File: config.mk
export PLATFORM = sky130hd
export DESIGN_NAME = imem_boot_loader_flat
export DESIGN_NICKNAME = d
export VERILOG_FILES = /design/src/rtl/imem_boot_loader_pkg.sv /design/src/rtl/imem_boot_loader_if.sv /design/src/rtl/imem_boot_loader_byte_word_packer.sv /design/src/rtl/imem_boot_loader.sv /design/src/flat_wrapper.sv
export SDC_FILE = /design/constraint.sdc
export NUM_CORES = 1
export LEC_CHECK = 0
export CORE_MARGIN = 2
export CORE_UTILIZATION = 60
export DETAILED_ROUTE_END_ITERATION = 10
export GPL_TIMING_DRIVEN = 0
export PLACE_DENSITY = 0.83
export SLEW_MARGIN = 20
export SYNTH_ARGS = -nofsm -noshare
export SYNTH_HDL_FRONTEND = slang
export SYNTH_SLANG_ARGS = --single-unit
File: constraint.sdc
create_clock -name clk -period 6.97 [get_ports clk]
set_clock_uncertainty 0.15 [all_clocks]
set_input_delay 1.394 -clock clk [delete_from_list [all_inputs] [get_ports clk]]
set_output_delay 1.394 -clock clk [all_outputs]
set_load 0.02 [all_outputs]
File: src/rtl/imem_boot_loader_pkg.sv
`default_nettype none
// ============================================================================
// Module   : imem_loader_pkg
// Purpose  : Shared types and constants for the instruction-memory boot
//            loader: FSM state encoding, frame sync byte, length-field width
//            and bytes per instruction word.
// Ports    : none (package)
// Revision : 1.0 - initial release
// ============================================================================
package imem_loader_pkg;

    // Loader FSM states. CHECK is only reachable when the checksum build
    // option is enabled.
    typedef enum logic [2:0] {
        ST_IDLE   = 3'd0,
        ST_LEN_LO = 3'd1,
        ST_LEN_HI = 3'd2,
        ST_DATA   = 3'd3,
        ST_CHECK  = 3'd4,
        ST_DONE   = 3'd5,
        ST_ERROR  = 3'd6
    } state_t;

    localparam logic [7:0] SYNC_BYTE      = 8'hA5;
    localparam int         LEN_W          = 16;
    localparam int         BYTES_PER_WORD = 4;

endpackage : imem_loader_pkg
`default_nettype wire

File: src/rtl/imem_boot_loader_if.sv
`default_nettype none
// ============================================================================
// Module   : imem_boot_loader_if
// Purpose  : Bundles the loader's byte-stream input, instruction-memory write
//            port and status outputs.
// Ports    : master - loader side (consumes rx bytes, drives imem/status)
//            slave  - environment side (byte source, imem, core control)
//            Signals: rx_valid, rx_data[7:0], rx_ready, imem_we,
//            imem_waddr[ADDR_W-1:0], imem_wdata[31:0], core_reset,
//            load_done, load_error.
// Revision : 1.0 - initial release
// ============================================================================
interface imem_boot_loader_if #(
    parameter int ADDR_W = 8
);
    logic              rx_valid;
    logic [7:0]        rx_data;
    logic              rx_ready;
    logic              imem_we;
    logic [ADDR_W-1:0] imem_waddr;
    logic [31:0]       imem_wdata;
    logic              core_reset;
    logic              load_done;
    logic              load_error;

    modport master (
        input  rx_valid, rx_data,
        output rx_ready, imem_we, imem_waddr, imem_wdata,
               core_reset, load_done, load_error
    );

    modport slave (
        output rx_valid, rx_data,
        input  rx_ready, imem_we, imem_waddr, imem_wdata,
               core_reset, load_done, load_error
    );
endinterface : imem_boot_loader_if
`default_nettype wire

File: src/rtl/imem_boot_loader_byte_word_packer.sv
`default_nettype none
// ============================================================================
// Module   : byte_word_packer
// Purpose  : Packs accepted bytes into 32-bit little-endian words. The first
//            byte of a word lands in bits 7:0. word_valid/word are presented
//            combinationally in the cycle the fourth byte is offered so the
//            parent can register the memory write on the same edge.
// Ports    : clk, reset      - clock, synchronous active-high reset
//            clear           - discard any partly assembled word
//            byte_valid      - byte_data is being accepted this cycle
//            byte_data[7:0]  - incoming byte
//            word_valid      - this byte completes a word
//            word[31:0]      - completed word (valid with word_valid)
// Revision : 1.0 - initial release
// ============================================================================
module byte_word_packer
    import imem_loader_pkg::*;
(
    input  logic        clk,
    input  logic        reset,
    input  logic        clear,
    input  logic        byte_valid,
    input  logic [7:0]  byte_data,
    output logic        word_valid,
    output logic [31:0] word
);

    localparam logic [1:0] c_LAST_BYTE = 2'(BYTES_PER_WORD - 1);

    logic [23:0] r_shift;
    logic [1:0]  r_byte_cnt;

    // Older bytes sit in the low positions, so the newest byte tops the word.
    assign word_valid = byte_valid && !clear && (r_byte_cnt == c_LAST_BYTE);
    assign word       = {byte_data, r_shift};

    always_ff @(posedge clk) begin
        if (reset || clear) begin
            r_shift    <= '0;
            r_byte_cnt <= '0;
        end else if (byte_valid) begin
            r_shift    <= {byte_data, r_shift[23:8]};
            r_byte_cnt <= r_byte_cnt + 2'd1;
        end
    end

endmodule : byte_word_packer
`default_nettype wire

File: src/rtl/imem_boot_loader.sv
`default_nettype none
// ============================================================================
// Module   : imem_boot_loader
// Purpose  : Receives a framed byte stream (A5, LEN_LO, LEN_HI, 4*N payload
//            bytes [, CSUM]), writes the payload as 32-bit words into the
//            instruction memory and holds the core in reset until a complete
//            image is loaded.
// Build    : IMEM_LOADER_CHECKSUM_EN - when defined, the frame carries a
//            trailing XOR checksum byte that is verified in the CHECK state.
//            When undefined, the load completes after the last word write.
// Ports    : clk        - system clock
//            reset      - synchronous, active-high reset
//            bus        - imem_boot_loader_if.master (rx stream, imem write
//                         port, core_reset, load_done, load_error)
// Revision : 1.0 - initial release
// ============================================================================
module imem_boot_loader
    import imem_loader_pkg::*;
#(
    parameter int ADDR_W         = 8,
    parameter int TIMEOUT_CYCLES = 1000000
) (
    input  logic                clk,
    input  logic                reset,
    imem_boot_loader_if.master  bus
);

    // Word index is one bit wider than the address so a full-memory image
    // counts up to 2**ADDR_W without wrapping.
    localparam int               c_IDX_W     = ADDR_W + 1;
    localparam int               c_TO_W      = (TIMEOUT_CYCLES > 1) ? $clog2(TIMEOUT_CYCLES) : 1;
    localparam logic [c_TO_W-1:0] c_TO_LAST  = c_TO_W'(TIMEOUT_CYCLES - 1);
    localparam logic [LEN_W:0]   c_MAX_WORDS = (LEN_W + 1)'(2 ** ADDR_W);

    state_t               r_state;
    logic [7:0]           r_len_lo;
    logic [LEN_W-1:0]     r_len;
    logic [c_IDX_W-1:0]   r_word_idx;
    logic [c_TO_W-1:0]    r_idle;
`ifdef IMEM_LOADER_CHECKSUM_EN
    logic [7:0]           r_csum;
`endif

    logic                 r_rx_ready;
    logic                 r_imem_we;
    logic [ADDR_W-1:0]    r_imem_waddr;
    logic [31:0]          r_imem_wdata;
    logic                 r_core_reset;
    logic                 r_load_done;
    logic                 r_load_error;

    logic                 w_take;
    logic                 w_counting;
    logic                 w_timeout;
    logic                 w_is_sync;
    logic [LEN_W:0]       w_len_ext;
    logic                 w_is_last;
    logic                 w_word_valid;
    logic [31:0]          w_word;

    assign w_take     = bus.rx_valid && r_rx_ready;
    assign w_is_sync  = (bus.rx_data == SYNC_BYTE);
    assign w_counting = (r_state == ST_LEN_LO) || (r_state == ST_LEN_HI) ||
                        (r_state == ST_DATA)   || (r_state == ST_CHECK);
    assign w_timeout  = (r_idle == c_TO_LAST);
    assign w_len_ext  = {1'b0, bus.rx_data, r_len_lo};
    assign w_is_last  = ((LEN_W + 1)'(r_word_idx) + 1'b1) == (LEN_W + 1)'(r_len);

    byte_word_packer u_packer (
        .clk        (clk),
        .reset      (reset),
        .clear      (r_state != ST_DATA),
        .byte_valid (w_take && (r_state == ST_DATA)),
        .byte_data  (bus.rx_data),
        .word_valid (w_word_valid),
        .word       (w_word)
    );

    always_ff @(posedge clk) begin
        if (reset) begin
            r_state      <= ST_IDLE;
            r_len_lo     <= '0;
            r_len        <= '0;
            r_word_idx   <= '0;
            r_idle       <= '0;
`ifdef IMEM_LOADER_CHECKSUM_EN
            r_csum       <= '0;
`endif
            r_rx_ready   <= 1'b1;
            r_imem_we    <= 1'b0;
            r_imem_waddr <= '0;
            r_imem_wdata <= '0;
            r_core_reset <= 1'b1;
            r_load_done  <= 1'b0;
            r_load_error <= 1'b0;
        end else begin
            r_imem_we <= 1'b0;

            // Inter-byte idle counter; only meaningful inside a frame.
            if (w_take || !w_counting) begin
                r_idle <= '0;
            end else begin
                r_idle <= r_idle + 1'b1;
            end

            case (r_state)
                ST_IDLE, ST_ERROR: begin
                    if (w_take && w_is_sync) begin
                        r_state      <= ST_LEN_LO;
                        r_word_idx   <= '0;
                        r_load_error <= 1'b0;
`ifdef IMEM_LOADER_CHECKSUM_EN
                        r_csum       <= '0;
`endif
                    end
                end

                ST_LEN_LO: begin
                    if (w_take) begin
                        r_len_lo <= bus.rx_data;
                        r_state  <= ST_LEN_HI;
                    end else if (w_timeout) begin
                        r_state      <= ST_ERROR;
                        r_load_error <= 1'b1;
                    end
                end

                ST_LEN_HI: begin
                    if (w_take) begin
                        r_len <= w_len_ext[LEN_W-1:0];
                        if (w_len_ext > c_MAX_WORDS) begin
                            r_state      <= ST_ERROR;
                            r_load_error <= 1'b1;
                        end else if (w_len_ext == '0) begin
`ifdef IMEM_LOADER_CHECKSUM_EN
                            r_state      <= ST_CHECK;
`else
                            r_state      <= ST_DONE;
                            r_rx_ready   <= 1'b0;
                            r_core_reset <= 1'b0;
                            r_load_done  <= 1'b1;
`endif
                        end else begin
                            r_state <= ST_DATA;
                        end
                    end else if (w_timeout) begin
                        r_state      <= ST_ERROR;
                        r_load_error <= 1'b1;
                    end
                end

                ST_DATA: begin
`ifndef IMEM_LOADER_CHECKSUM_EN
                    // rx_ready is only low here during the one cycle after the
                    // final write; completing now puts load_done a cycle
                    // behind the last imem_we.
                    if (!r_rx_ready) begin
                        r_state      <= ST_DONE;
                        r_core_reset <= 1'b0;
                        r_load_done  <= 1'b1;
                    end else
`endif
                    if (w_take) begin
`ifdef IMEM_LOADER_CHECKSUM_EN
                        r_csum <= r_csum ^ bus.rx_data;
`endif
                        if (w_word_valid) begin
                            r_imem_we    <= 1'b1;
                            r_imem_waddr <= r_word_idx[ADDR_W-1:0];
                            r_imem_wdata <= w_word;
                            r_word_idx   <= r_word_idx + 1'b1;
                            if (w_is_last) begin
`ifdef IMEM_LOADER_CHECKSUM_EN
                                r_state    <= ST_CHECK;
`else
                                r_rx_ready <= 1'b0;
`endif
                            end
                        end
                    end else if (w_timeout) begin
                        r_state      <= ST_ERROR;
                        r_load_error <= 1'b1;
                    end
                end

`ifdef IMEM_LOADER_CHECKSUM_EN
                ST_CHECK: begin
                    if (w_take) begin
                        if (bus.rx_data == r_csum) begin
                            r_state      <= ST_DONE;
                            r_rx_ready   <= 1'b0;
                            r_core_reset <= 1'b0;
                            r_load_done  <= 1'b1;
                        end else begin
                            r_state      <= ST_ERROR;
                            r_load_error <= 1'b1;
                        end
                    end else if (w_timeout) begin
                        r_state      <= ST_ERROR;
                        r_load_error <= 1'b1;
                    end
                end
`endif

                ST_DONE: begin
                    // Terminal until reset; input is ignored (rx_ready is low).
                end

                default: begin
                    r_state <= ST_IDLE;
                end
            endcase
        end
    end

    assign bus.rx_ready   = r_rx_ready;
    assign bus.imem_we    = r_imem_we;
    assign bus.imem_waddr = r_imem_waddr;
    assign bus.imem_wdata = r_imem_wdata;
    // Core stays in reset while the system reset is asserted, without waiting
    // for the registered value to settle.
    assign bus.core_reset = r_core_reset | reset;
    assign bus.load_done  = r_load_done;
    assign bus.load_error = r_load_error;

endmodule : imem_boot_loader
`default_nettype wire

File: src/flat_wrapper.sv
// flat-port wrapper written by rule: the top's interface ports become plain ports
module imem_boot_loader_flat import imem_loader_pkg::*;
#(
    parameter int ADDR_W         = 8,
    parameter int TIMEOUT_CYCLES = 1000000
)
  (clk, reset, bus_rx_valid, bus_rx_data, bus_rx_ready, bus_imem_we, bus_imem_waddr, bus_imem_wdata, bus_core_reset, bus_load_done, bus_load_error);
  imem_boot_loader_if #(.ADDR_W(ADDR_W)) bus_i ();
  input  logic clk;
  input  logic reset;
  input wire logic [$bits(bus_i.rx_valid)-1:0] bus_rx_valid;
  input wire logic [$bits(bus_i.rx_data)-1:0] bus_rx_data;
  output wire logic [$bits(bus_i.rx_ready)-1:0] bus_rx_ready;
  output wire logic [$bits(bus_i.imem_we)-1:0] bus_imem_we;
  output wire logic [$bits(bus_i.imem_waddr)-1:0] bus_imem_waddr;
  output wire logic [$bits(bus_i.imem_wdata)-1:0] bus_imem_wdata;
  output wire logic [$bits(bus_i.core_reset)-1:0] bus_core_reset;
  output wire logic [$bits(bus_i.load_done)-1:0] bus_load_done;
  output wire logic [$bits(bus_i.load_error)-1:0] bus_load_error;
  assign bus_i.rx_valid = bus_rx_valid;
  assign bus_i.rx_data = bus_rx_data;
  assign bus_rx_ready = bus_i.rx_ready;
  assign bus_imem_we = bus_i.imem_we;
  assign bus_imem_waddr = bus_i.imem_waddr;
  assign bus_imem_wdata = bus_i.imem_wdata;
  assign bus_core_reset = bus_i.core_reset;
  assign bus_load_done = bus_i.load_done;
  assign bus_load_error = bus_i.load_error;
  imem_boot_loader #(.ADDR_W(ADDR_W), .TIMEOUT_CYCLES(TIMEOUT_CYCLES)) u_core (.clk(clk), .reset(reset), .bus(bus_i));
endmodule
==> reports/metrics.yaml <==
clocking:
  cts_tree: "done"
  ctsResizeCount: 0
  cts-root-buf: "clkbuf_8"
  h-tree-depth: 4
  cts_buffers: 17
  clk_pin_slew_ps: 60
  cts_sinks: 127
  clockBufferDepth: 2
  postCtsSetupBuffers: 0
  cts.hold.buffers_added: 0
  clk_latency_ps: 520
critical_path:
  r2r_end: "u_core.bus.rx_ready$_SDFFE_PP1P_"
  worst-setup-path-type: "in2out"
  crit_top_cell: "clkdlybuf4s50_1"
  required_ps: 5430
  path_buf_inv: 3
  path_cells: "clkdlybuf4s50_1 -> clkbuf_1 -> or2_2 -> clkdlybuf4s50_1"
  crit_arrival_ps: 3120
  cp.depth: 4
  startpoint_type: "input pin"
  crit_fanout: 10
  critPathTopFamily: "buffers and inverters"
  end_kind: "output pin"
  r2r.worst_path.cells: 7
  critical_path.slowest_cell: "clkdlybuf4s50_1"
  slowest_delay_ps: 590
  rrSetupSlack_ps: 3850
  reg2reg_from: "u_core.r_word_idx[0]$_SDFFE_PP0P_"
yosys:
  synth_seq_cells: 127
  synth-xor-area-share_pct: 3.81
  synth_fa_ha_area_share_pct: 0.899
  synthMuxAreaShare_pct: 1.70
  syn_inst: 677
  synth_top_family_by_area: "simple AND/OR/NAND/NOR gates"
  synth_area_um2: 5290
  synth_area_leader_cell: "dfxtp_1"
  yosysWarnings: 0
  postSynthAreaPerCell_um2: 7.82
  synth_top_area_share_pct: 48.0
  synth_compound_area_share_pct: 16.2
  ys_types: 49
  yosysSeqAreaShare_pct: 48.0
  ys_top_cells_by_area: "dfxtp_1 48%, nand2_1 12%, a21oi_1 9.8%, nor2_1 3.8%, clkbuf_1 2.4%"
  synthFlopType: "dfxtp_1"
  synth_nets: 691
  synthArstFlopShare_pct: 0
  synth_simple_gate_area_share_pct: 25.5
  synth-edff-count: 0
routing:
  first_pass_iters: 5
  wl_met2_mm: 6.80
  antenna_left: 0
  drc: 0
  drt_wl_total_mm: 14.3
  vias: 5141
  vias_per_cell: 5.90
  avgRoutedWirePerCell_um: 16.4
  top_layer: "met4"
  wirelength_met1_mm: 5.96
  drtIter0Drc: 396
  wl_met3_mm: 1.07
sta:
  fin_hold_ws_ps: 298
  grt_setup_unrepaired: "no"
  worstMarginPinSlew_ps: 1070
  min_period_over_period_pct: 66.9
  drv_slew: 0
  hold_viol_final: 0
  slew-limit-headroom_pct: 26.9
  fmax_mhz: 214
  setup-violations-final: 0
  period_needed_ps: 4670
  tns_ps: 0
power:
  vdd_drop_max_mv: 0.173
  power.density_nw_per_um2: 247
  cellLeakagePower_nw: 2.12
min_path:
  min_from: "u_core.bus.load_done$_SDFFE_PP0P_"
  min_path_type: "reg2reg"
  hold-path-endpoint: "u_core.bus.load_done$_SDFFE_PP0P_"
  min_path_cells: 2
floorplanning:
  dieArea_um2: 9590
  die_w_um: 97.9
  pin_count: 56
  initial_core_util_pct: 61.3
  coreArea_um2: 8640
  die_h_um: 97.9
  rows: 34
layout:
  area_delta_synth_final_pct: 23.7
  antenna_cells: 0
  mostFrequentLayoutCells: "174 x nand2_1, 127 x dfxtp_1, 104 x a21oi_1"
  n_fill_cell: 649
  finalNetCount: 764
  layout.cells.non_filler: 871
  final_common_cell: "nand2_1"
  drive_above_1_share_pct: 5.64
grt:
  grt.overflow.total: 0
  track_usage_pct: 30.1
  antenna_found_initial: 0
  grt_pass1_wl_mm: 23.3
  grt_max_degree: 17
  grt_pass1_vias: 4949
place:
  post-dp-hpwl_mm: 9.53
  dp_cells: 839
  globalplace.congestion: 0.951
  portBuffers: 54
flow_run:
  drv_cap: 0
run_status:
  status: "finished, final reports clean"
[worst min-delay path, delay by kind of cell (launching register included)]
kind / cells / cell delay, ps
DFF: 1 / 310
AOI/OAI and AO/OA: 1 / 50
buffers and inverters: 1 / 50
[metrics by stage]
step	cell area, um2	total power, mW	setup slack (ps)	util [%]
detailed placement	5970	0.774	2300	69.1
CTS	6540	1.61	2310	75.8
global route	6540	1.65	2210	75.8
floorplan	5290	0.757	3520	-
finish	6540	1.61	2300	75.8
global placement	5970	0.773	2300	69.1
[registers in the layout, indices dropped and copies added (netlist names)]
signal and cells:
u_core.r_core_reset 1, u_core.bus.imem_waddr 8, u_core.bus.load_done 1, u_core.bus.imem_wdata 32, u_core.r_len_lo 8, u_core.u_packer.r_byte_cnt 2, u_core.r_state 3, u_core.bus.load_error 1
u_core.bus.imem_we 1, u_core.u_packer.r_shift 24, u_core.bus.rx_ready 1, u_core.r_len 16, u_core.r_word_idx 9, u_core.r_idle 20
[report_power, final]
part | switching, mW | internal, mW | total, mW
sequential | 0.000123 | 0.726 | 0.726
clock | 0.342 | 0.513 | 0.855
combinational | 0.0239 | 0.00884 | 0.0328
total | 0.366 | 1.25 | 1.61
[cells by family after synthesis]
family	count (synthesis)
mux	9
simple gates	306
compound gates	155
fa+ha+maj	4
buf+inv	53
flops	127
xor+xnor	23
[synth_stat cells (all sizes together), types with 2 or more instances]
cell type and instances:
xnor2 11, a31oi 4, ha 3, or3 8, nor4b 2, o311ai 2, nor2 53, o21ai 24
nand4 8, o2bb2ai 2, nor3 13, nand3 14, mux2i 9, o22ai 2, and3 7, or4 4
a22oi 3, nand2 174, a21oi 104, nor2b 3, nor4 4, o32ai 3, o31ai 2, and2 5
or2 3, xor2 12, nand3b 3, o2111ai 2, clkbuf 34, dfxtp 127, inv 10, buf 9
nand2b 2
[worst max-delay path by stage]
stage                from              to  slack (ps)
global route        reset  bus_core_reset        2210
finish              reset  bus_core_reset        2300
detailed placement  reset  bus_core_reset        2300
global placement    reset  bus_core_reset        2300
CTS                 reset  bus_core_reset        2310
floorplan           reset  bus_core_reset        3520
[layer usage]
layer  GRT usage (%)  vias up
met5               0        -
met4            14.6        0
met3            5.37       50
met2            50.1      241
met1            37.8     2398
li1                -     2452
[layout make-up]
type / count / area, um2 / share of cell area (%)
Buffer: 43 / 165 / 2.52
Clock buffer: 17 / 414 / 6.33
Clock inverter: 15 / 163 / 2.49
Inverter: 10 / 37.5 / 0.574
Multi-Input combinational cell: 497 / 2550 / 38.9
Sequential cell: 127 / 2540 / 38.9
Tap cell: 108 / 135 / 2.07
Timing Repair Buffer: 54 / 541 / 8.26
(Power assumes the default switching activity.)
